[config.mk]
export PLATFORM = sky130hd
export DESIGN_NAME = datapath_registers
export DESIGN_NICKNAME = d
export VERILOG_FILES = /design/src/rtl/datapath_registers.sv
export SDC_FILE = /design/constraint.sdc
export NUM_CORES = 2
export LEC_CHECK = 0
export BUFFER_PORTS_ARGS = -buffer_cell sky130_fd_sc_hd__buf_4
export CAP_MARGIN = 25
export CORE_MARGIN = 4
export CORE_UTILIZATION = 35
export DETAILED_ROUTE_END_ITERATION = 6
export GPL_TIMING_DRIVEN = 0
export REMOVE_ABC_BUFFERS = 1
export SYNTH_ARGS = -nofsm -noshare
export SYNTH_HDL_FRONTEND = slang
export SYNTH_SLANG_ARGS = --single-unit
export TNS_END_PERCENT = 100
[constraint.sdc]
create_clock -name clk -period 3.5 [get_ports clk]
set_input_delay 0.7 -clock clk [delete_from_list [all_inputs] [get_ports clk]]
set_output_delay 0.7 -clock clk [all_outputs]
set_load 0.005 [all_outputs]
[src/rtl/datapath_registers.sv]
// Architectural and inter-cycle state of the multicycle RV32I core:
// PC, old PC, IR, MDR, A/B operand latches, ALUOut and the 32x32 register file.
// All sequencing comes from the external control unit strobes.
module datapath_registers #(
    parameter logic [31:0] RESET_PC  = 32'h0000_0000,
    parameter logic [31:0] NOP_INSTR = 32'h0000_0013
) (
    input  logic        clk,
    input  logic        rst_n,
    input  logic        pc_write,
    input  logic        pc_write_cond,
    input  logic        branch_taken,
    input  logic        pc_source,
    input  logic        ir_write,
    input  logic        reg_write,
    input  logic        lorD,
    input  logic        memory_to_reg,
    input  logic [31:0] alu_result,
    input  logic [31:0] mem_rdata,
    output logic [31:0] pc,
    output logic [31:0] old_pc,
    output logic [31:0] instruction,
    output logic [6:0]  opcode,
    output logic [4:0]  rd,
    output logic [2:0]  funct3,
    output logic [6:0]  funct7,
    output logic [31:0] reg_a,
    output logic [31:0] reg_b,
    output logic [31:0] alu_out,
    output logic [31:0] mdr,
    output logic [31:0] mem_addr
);

    logic [31:0] rf [0:31];

    logic        pc_en;
    logic [31:0] pc_next;
    logic [4:0]  rs1;
    logic [4:0]  rs2;
    logic [31:0] rs1_data;
    logic [31:0] rs2_data;
    logic [31:0] wb_data;

    // Decode fields, PC/address muxes and register-file read ports from the current IR.
    always_comb begin
        opcode   = instruction[6:0];
        rd       = instruction[11:7];
        funct3   = instruction[14:12];
        funct7   = instruction[31:25];
        rs1      = instruction[19:15];
        rs2      = instruction[24:20];
        pc_en    = pc_write | (pc_write_cond & branch_taken);
        pc_next  = pc_source ? alu_out : alu_result;
        mem_addr = lorD ? alu_out : pc;
        wb_data  = memory_to_reg ? mdr : alu_out;
        rs1_data = (rs1 == 5'd0) ? 32'd0 : rf[rs1];
        rs2_data = (rs2 == 5'd0) ? 32'd0 : rf[rs2];
    end

    // PC, IR/old_pc and the free-running MDR/ALUOut/A/B latches.
    always_ff @(posedge clk) begin
        if (!rst_n) begin
            pc          <= RESET_PC;
            old_pc      <= 32'd0;
            instruction <= NOP_INSTR;
            mdr         <= 32'd0;
            alu_out     <= 32'd0;
            reg_a       <= 32'd0;
            reg_b       <= 32'd0;
        end else begin
            // Bit 0 is forced low so JALR targets are always halfword aligned.
            if (pc_en) begin
                pc <= {pc_next[31:1], 1'b0};
            end
            // old_pc takes the pre-update pc, so FETCH records the fetched address.
            if (ir_write) begin
                instruction <= mem_rdata;
                old_pc      <= pc;
            end
            mdr     <= mem_rdata;
            alu_out <= alu_result;
            // No bypass: a same-edge write to rs1/rs2 leaves A/B with the old value.
            reg_a   <= rs1_data;
            reg_b   <= rs2_data;
        end
    end

    // Register file write port; x0 is never written.
    always_ff @(posedge clk) begin
        if (!rst_n) begin
            for (int i = 0; i < 32; i++) begin
                rf[i] <= 32'd0;
            end
        end else if (reg_write && (rd != 5'd0)) begin
            rf[rd] <= wb_data;
        end
    end

endmodule

# Yosys cells after proc, flatten, opt, wreduce, memory -nomap -nowiden
# Memories as Yosys holds them, arrays and structs flattened. A register that Yosys moved wholly into a read port is not among the register bits.
# Index checks and enable logic that the tools add are counted.
[classes]
bitwise_logic = 3
reduce_logical = 7
muxes = 10
[ops]
columns = ["op", "count"]
rows = [
  ["2-to-1 mux 32 bit", 4],
  ["OR reduction 32 bit", 1],
  ["zero test 5 bit", 2],
  ["2-to-1 mux 1 bit", 5],
  ["2-to-1 mux 5 bit", 1],
  ["nonzero test 5 bit", 1],
  ["OR reduction 2 bit", 2],
  ["bitwise AND 1 bit", 1],
  ["logical AND 1 bit", 1],
  ["NOT 1 bit", 1],
  ["bitwise OR 1 bit", 1],
]
[word_totals]
ram_bits = 1024
output_inout_bits = 278
reg_bits = 158
memories = 1
[mem_list]
columns = ["memory", "depth", "width", "rd", "rd_ports_with_merged_regs", "wr", "line_no", "text"]
rows = [
  ["rf", 32, 32, 2, 2, 32, "34", "logic [31:0] rf [0:31];"],
]

# Logic depth before layout (Yosys ltp)
[logic_depth]
depth_word = 7
mapped_depth = 9
depth_no_buf = 4

# Least setup slack after synthesis
# Ideal clock, no wire load.
[synth_path]
path_kind = "in2reg"
from = "in rst_n"
to = "mem rf[18][0], enable pin"
t_arrival_ps = 2394
path_slack_ps = 716
setup_time_ps = 389
path_stages = 5
required_ps = 3111
cell_sequence = "nand2_1 -> nor3_1 -> nand2_1 -> clkbuf_1 -> nand2_1"
[synth_rtl]
columns = ["item", "line_no", "text"]
rows = [
  ["start, declared", "9", "input logic rst_n,"],
  ["end, declared", "34", ""],
]

# Final worst setup path
[layout_path]
from = "reg instruction[22]"
to = "reg reg_b[20] (read register of rf)"
[layout_between]
elab_chain_len = 2
[layout_lines]
columns = ["item", "line_no", "text"]
rows = [
  ["start, declared", "22", "output logic [31:0] instruction,"],
  ["start signal, assigned", "77", "instruction <= mem_rdata;"],
  ["zero test 5 bit", "57", "rs2_data = (rs2 == 5'd0) ? 32'd0 : rf[rs2];"],
  ["OR reduction 2 bit (no source line)", "--", ""],
  ["end, declared", "28", "output logic [31:0] reg_b,"],
]
# Several ways; a longest one is shown, not always the timed one.
# A chain may end at the register's enable or synchronous reset.

==> impl_metrics.csv <==
group,metric,value,unit
timing,maxSlewViolCount,0,
route,drt_iter0_markers,4752,
pwr,ir_drop,0.0005749,V
placed_design,dp.cells,6544,
route,routed_wirelength,206400,um
grt,groute.usage.overall,0.2316,
final_layout,layout.cells.non_filler,6820,
grt,grt_pass1_wl,293500,um
route,wl_per_cell,30.26,um
timing,relSlewSlack,0.3118,
clock_network,root_buffer,"clkbuf_16",
synth,yosys_warnings,0,
floorplan,io_pins,352,
grt,antenna_found_initial,3,
final_layout,fin_nets,4574,
synth,yosysUniqueCellTypes,43,
setup_path,path_class,"flop to flop",
synth,syn_inst,4252,
floorplan,die_area,175200,sq um
setup_path,cp-startpoint,"instruction[22]",
timing,fmax,286.8,MHz
floorplan,rows,150,
placed_design,hpwl,133600,um
timing,hold_violations,0,
clock_network,clk_pin_slew,0.06,ns
hold_path,worstHoldStart,"mem_rdata[4]",
synth,synthFlopType,"edfxtp_1",
synth,syn_avg_cell_area,13.88,sq um
clock_network,htreeDepth,4,
setup_path,worstSetupEndpointType,"flop",
floorplan,die_h,418.6,um
timing,fin_crit,3.486,ns
floorplan,core,167400,sq um
setup_path,worstPathArrival,4.07,ns
grt,grt_max_degree,65,
clock_network,insertion_delay,0.80,ns
timing,worst_pin_slew,1.030,ns
setup_path,critPathLaunchType,"flop",
setup_path,timing.rr.start,"instruction[22]",
grt,grt_pass1_vias,40950,
final_layout,n_fill_cell,15040,
outcome,status,"completed",
route,drcViolationCount,0,
final_layout,drive_gt1_frac,0.2878,
clock_network,clockBufferDepth,3,
placed_design,placed_area,66670,sq um
grt,overflow,0,
placed_design,io_buffer_count,349,
synth,synth_seq_area_share,0.5964,
synth,syn_area,59010,sq um
pwr,power_leakage,24.55,nW
final_layout,final_area,71740,sq um
floorplan,initial_core_util,0.3525,
hold_path,hp-class,"input pin to flop",
synth,synth_edf_count,1024,
timing,setup_viol,0,
route,ant_nets,0,
clock_network,cts_tree,"built",
timing,final.period_utilization,0.9961,
synth,synth_seq_cells,1246,
route,viasPerCell,5.905,
timing,rsz0062_at_grt,"false",
pwr,power,36.74,mW
final_layout,syn2layout_area_growth,21.57,%
clock_network,cts_buffers,145,
placed_design,gp_congestion,0.8067,
run,drv_cap,0,
setup_path,crit_fanout,49,
clock_network,clock-sinks,1246,
route,firstDrtPassIters,6,
setup_path,cp.required,4.09,ns
route,vias,40280,
pwr,pwr_density_cell,512.1,nW/um^2
timing,finClkSkew,0.02909,ns
synth,synthArstFlopShare,0,
floorplan,die_x,418.6,um
## area by class of cell
| type | instances | area (sq um) | share of cell area |
|---|---|---|---|
| repair buffers | 539 | 6511 | 0.09076 |
| multi-input cells | 2566 | 22540 | 0.3142 |
| diodes | 1 | 2.502 | 0.00003488 |
| clock buffers | 183 | 3935 | 0.05485 |
| flip-flops and latches | 1246 | 35220 | 0.4910 |
| inverters | 2 | 12.51 | 0.0001744 |
| clock inverters | 79 | 760.7 | 0.01060 |
| well taps | 2204 | 2758 | 0.03844 |
## critical path, cell delays in order (launching register included)
cell	delay, ns
dfxtp_4	0.67
buf_12	0.31
buf_16	0.30
or3b_2	0.67
o22ai_1	0.19
a2111oi_2	0.87
nor3_1	0.21
## repair_timing
action,CTS,global route
hold buffers,0,0
cloned,5,2
gates resized for setup,17,7
buffers inserted,4,2
endpoints found under the setup margin,108,210
## kinds of logic (layout without fill, tap and decap cells)
family | Yosys count | after routing | synth area share
other cells | 1 | 35 | 0.00006355
flops | 1246 | 1246 | 0.5964
compound gates | 448 | 448 | 0.06113
simple gates | 1284 | 1285 | 0.08670
mux | 799 | 799 | 0.2176
buf+inv | 474 | 803 | 0.03808
## metrics by stage
stage / setup slack (ns) / TNS (ns) / hold WS, ns / utilization
final: 0.01378 / 0 / 0.1219 / 0.4285
after detailed placement: -0.8969 / -560.73 / 0.4880 / 0.3982
after global routing: 0.01114 / 0 / 0.09599 / 0.4285
after floorplan: -14.11 / -808.25 / 0.4850 / -
after CTS: -0.05195 / -2.120 / 0.06154 / 0.4279
after global placement: -35.30 / -6219.96 / 0.4766 / 0.3720
## path summary, 6_finish.rpt
| kind | end | slack [ns] | depth (start not counted) |
|---|---|---|---|
| max reg2reg | reg_b[20] | 0.01 | 6 |
| min reg2reg | old_pc[21] | 0.50 | 2 |
| max | reg_b[20] | 0.01 | 6 |
| min | mdr[4] | 0.12 | 2 |
## metal layers
metal / GRT usage / routed length (um)
met3: 0.05037 / 21410
met5: 0 / 0
met1: 0.2981 / 76600
met4: 0.1133 / 10860
met2: 0.3717 / 97530
## placed cells by master (no fill, tap or decap), drive strengths merged, types with 64 or more instances in the layout
master      n
a2111oi    64
a211oi     94
a22o       94
and2       67
buf       529
clkbuf    185
dfxtp     222
edfxtp   1024
mux2i     382
mux4      384
nand2      68
nor2     1089
o22ai      64
## Yosys cell counts (3+ instances only)
master        n  area (sq um)
nor2_1     1089          4088
edfxtp_1   1024         30750
mux4_2      384          8648
mux2i_1     382          3824
clkbuf_1    316          1186
dfxtp_1     222          4444
a211oi_1     94         705.7
a22o_1       94         823.3
nand2_1      68         255.2
and2_1       67         419.2
o22ai_1      64         400.4
o221ai_1     63         551.8
buf_4        59         442.9
buf_2        46         230.2
a2111oi_0    44         385.4
nor3_1       34         170.2
mux2_2       33         371.6
a21oi_1      32         160.2
a22oi_1      32         240.2
buf_1        25         93.84
buf_6        25         281.5
a2111oi_2    20         300.3
nor2b_1       5         31.28
nand3b_1      3         22.52
nor3b_1       3         22.52
or3b_2        3         26.28
## sequential cells by signal, summed over array words and instances (netlist names)
| signal | flops |
|---|---|
| mdr | 32 |
| pc | 31 |
| old_pc | 31 |
| reg_a | 32 |
| instruction | 32 |
| rf | 1024 |
| reg_b | 32 |
| alu_out | 32 |
## where the power goes
part	total [mW]	internal, mW	switching, mW
registers	17.1	16.6	0.459
logic	4.47	1.94	2.53
clock network	15.2	8.80	6.36
total	36.7	27.4	9.35
Power figures use the tool's default switching activity.
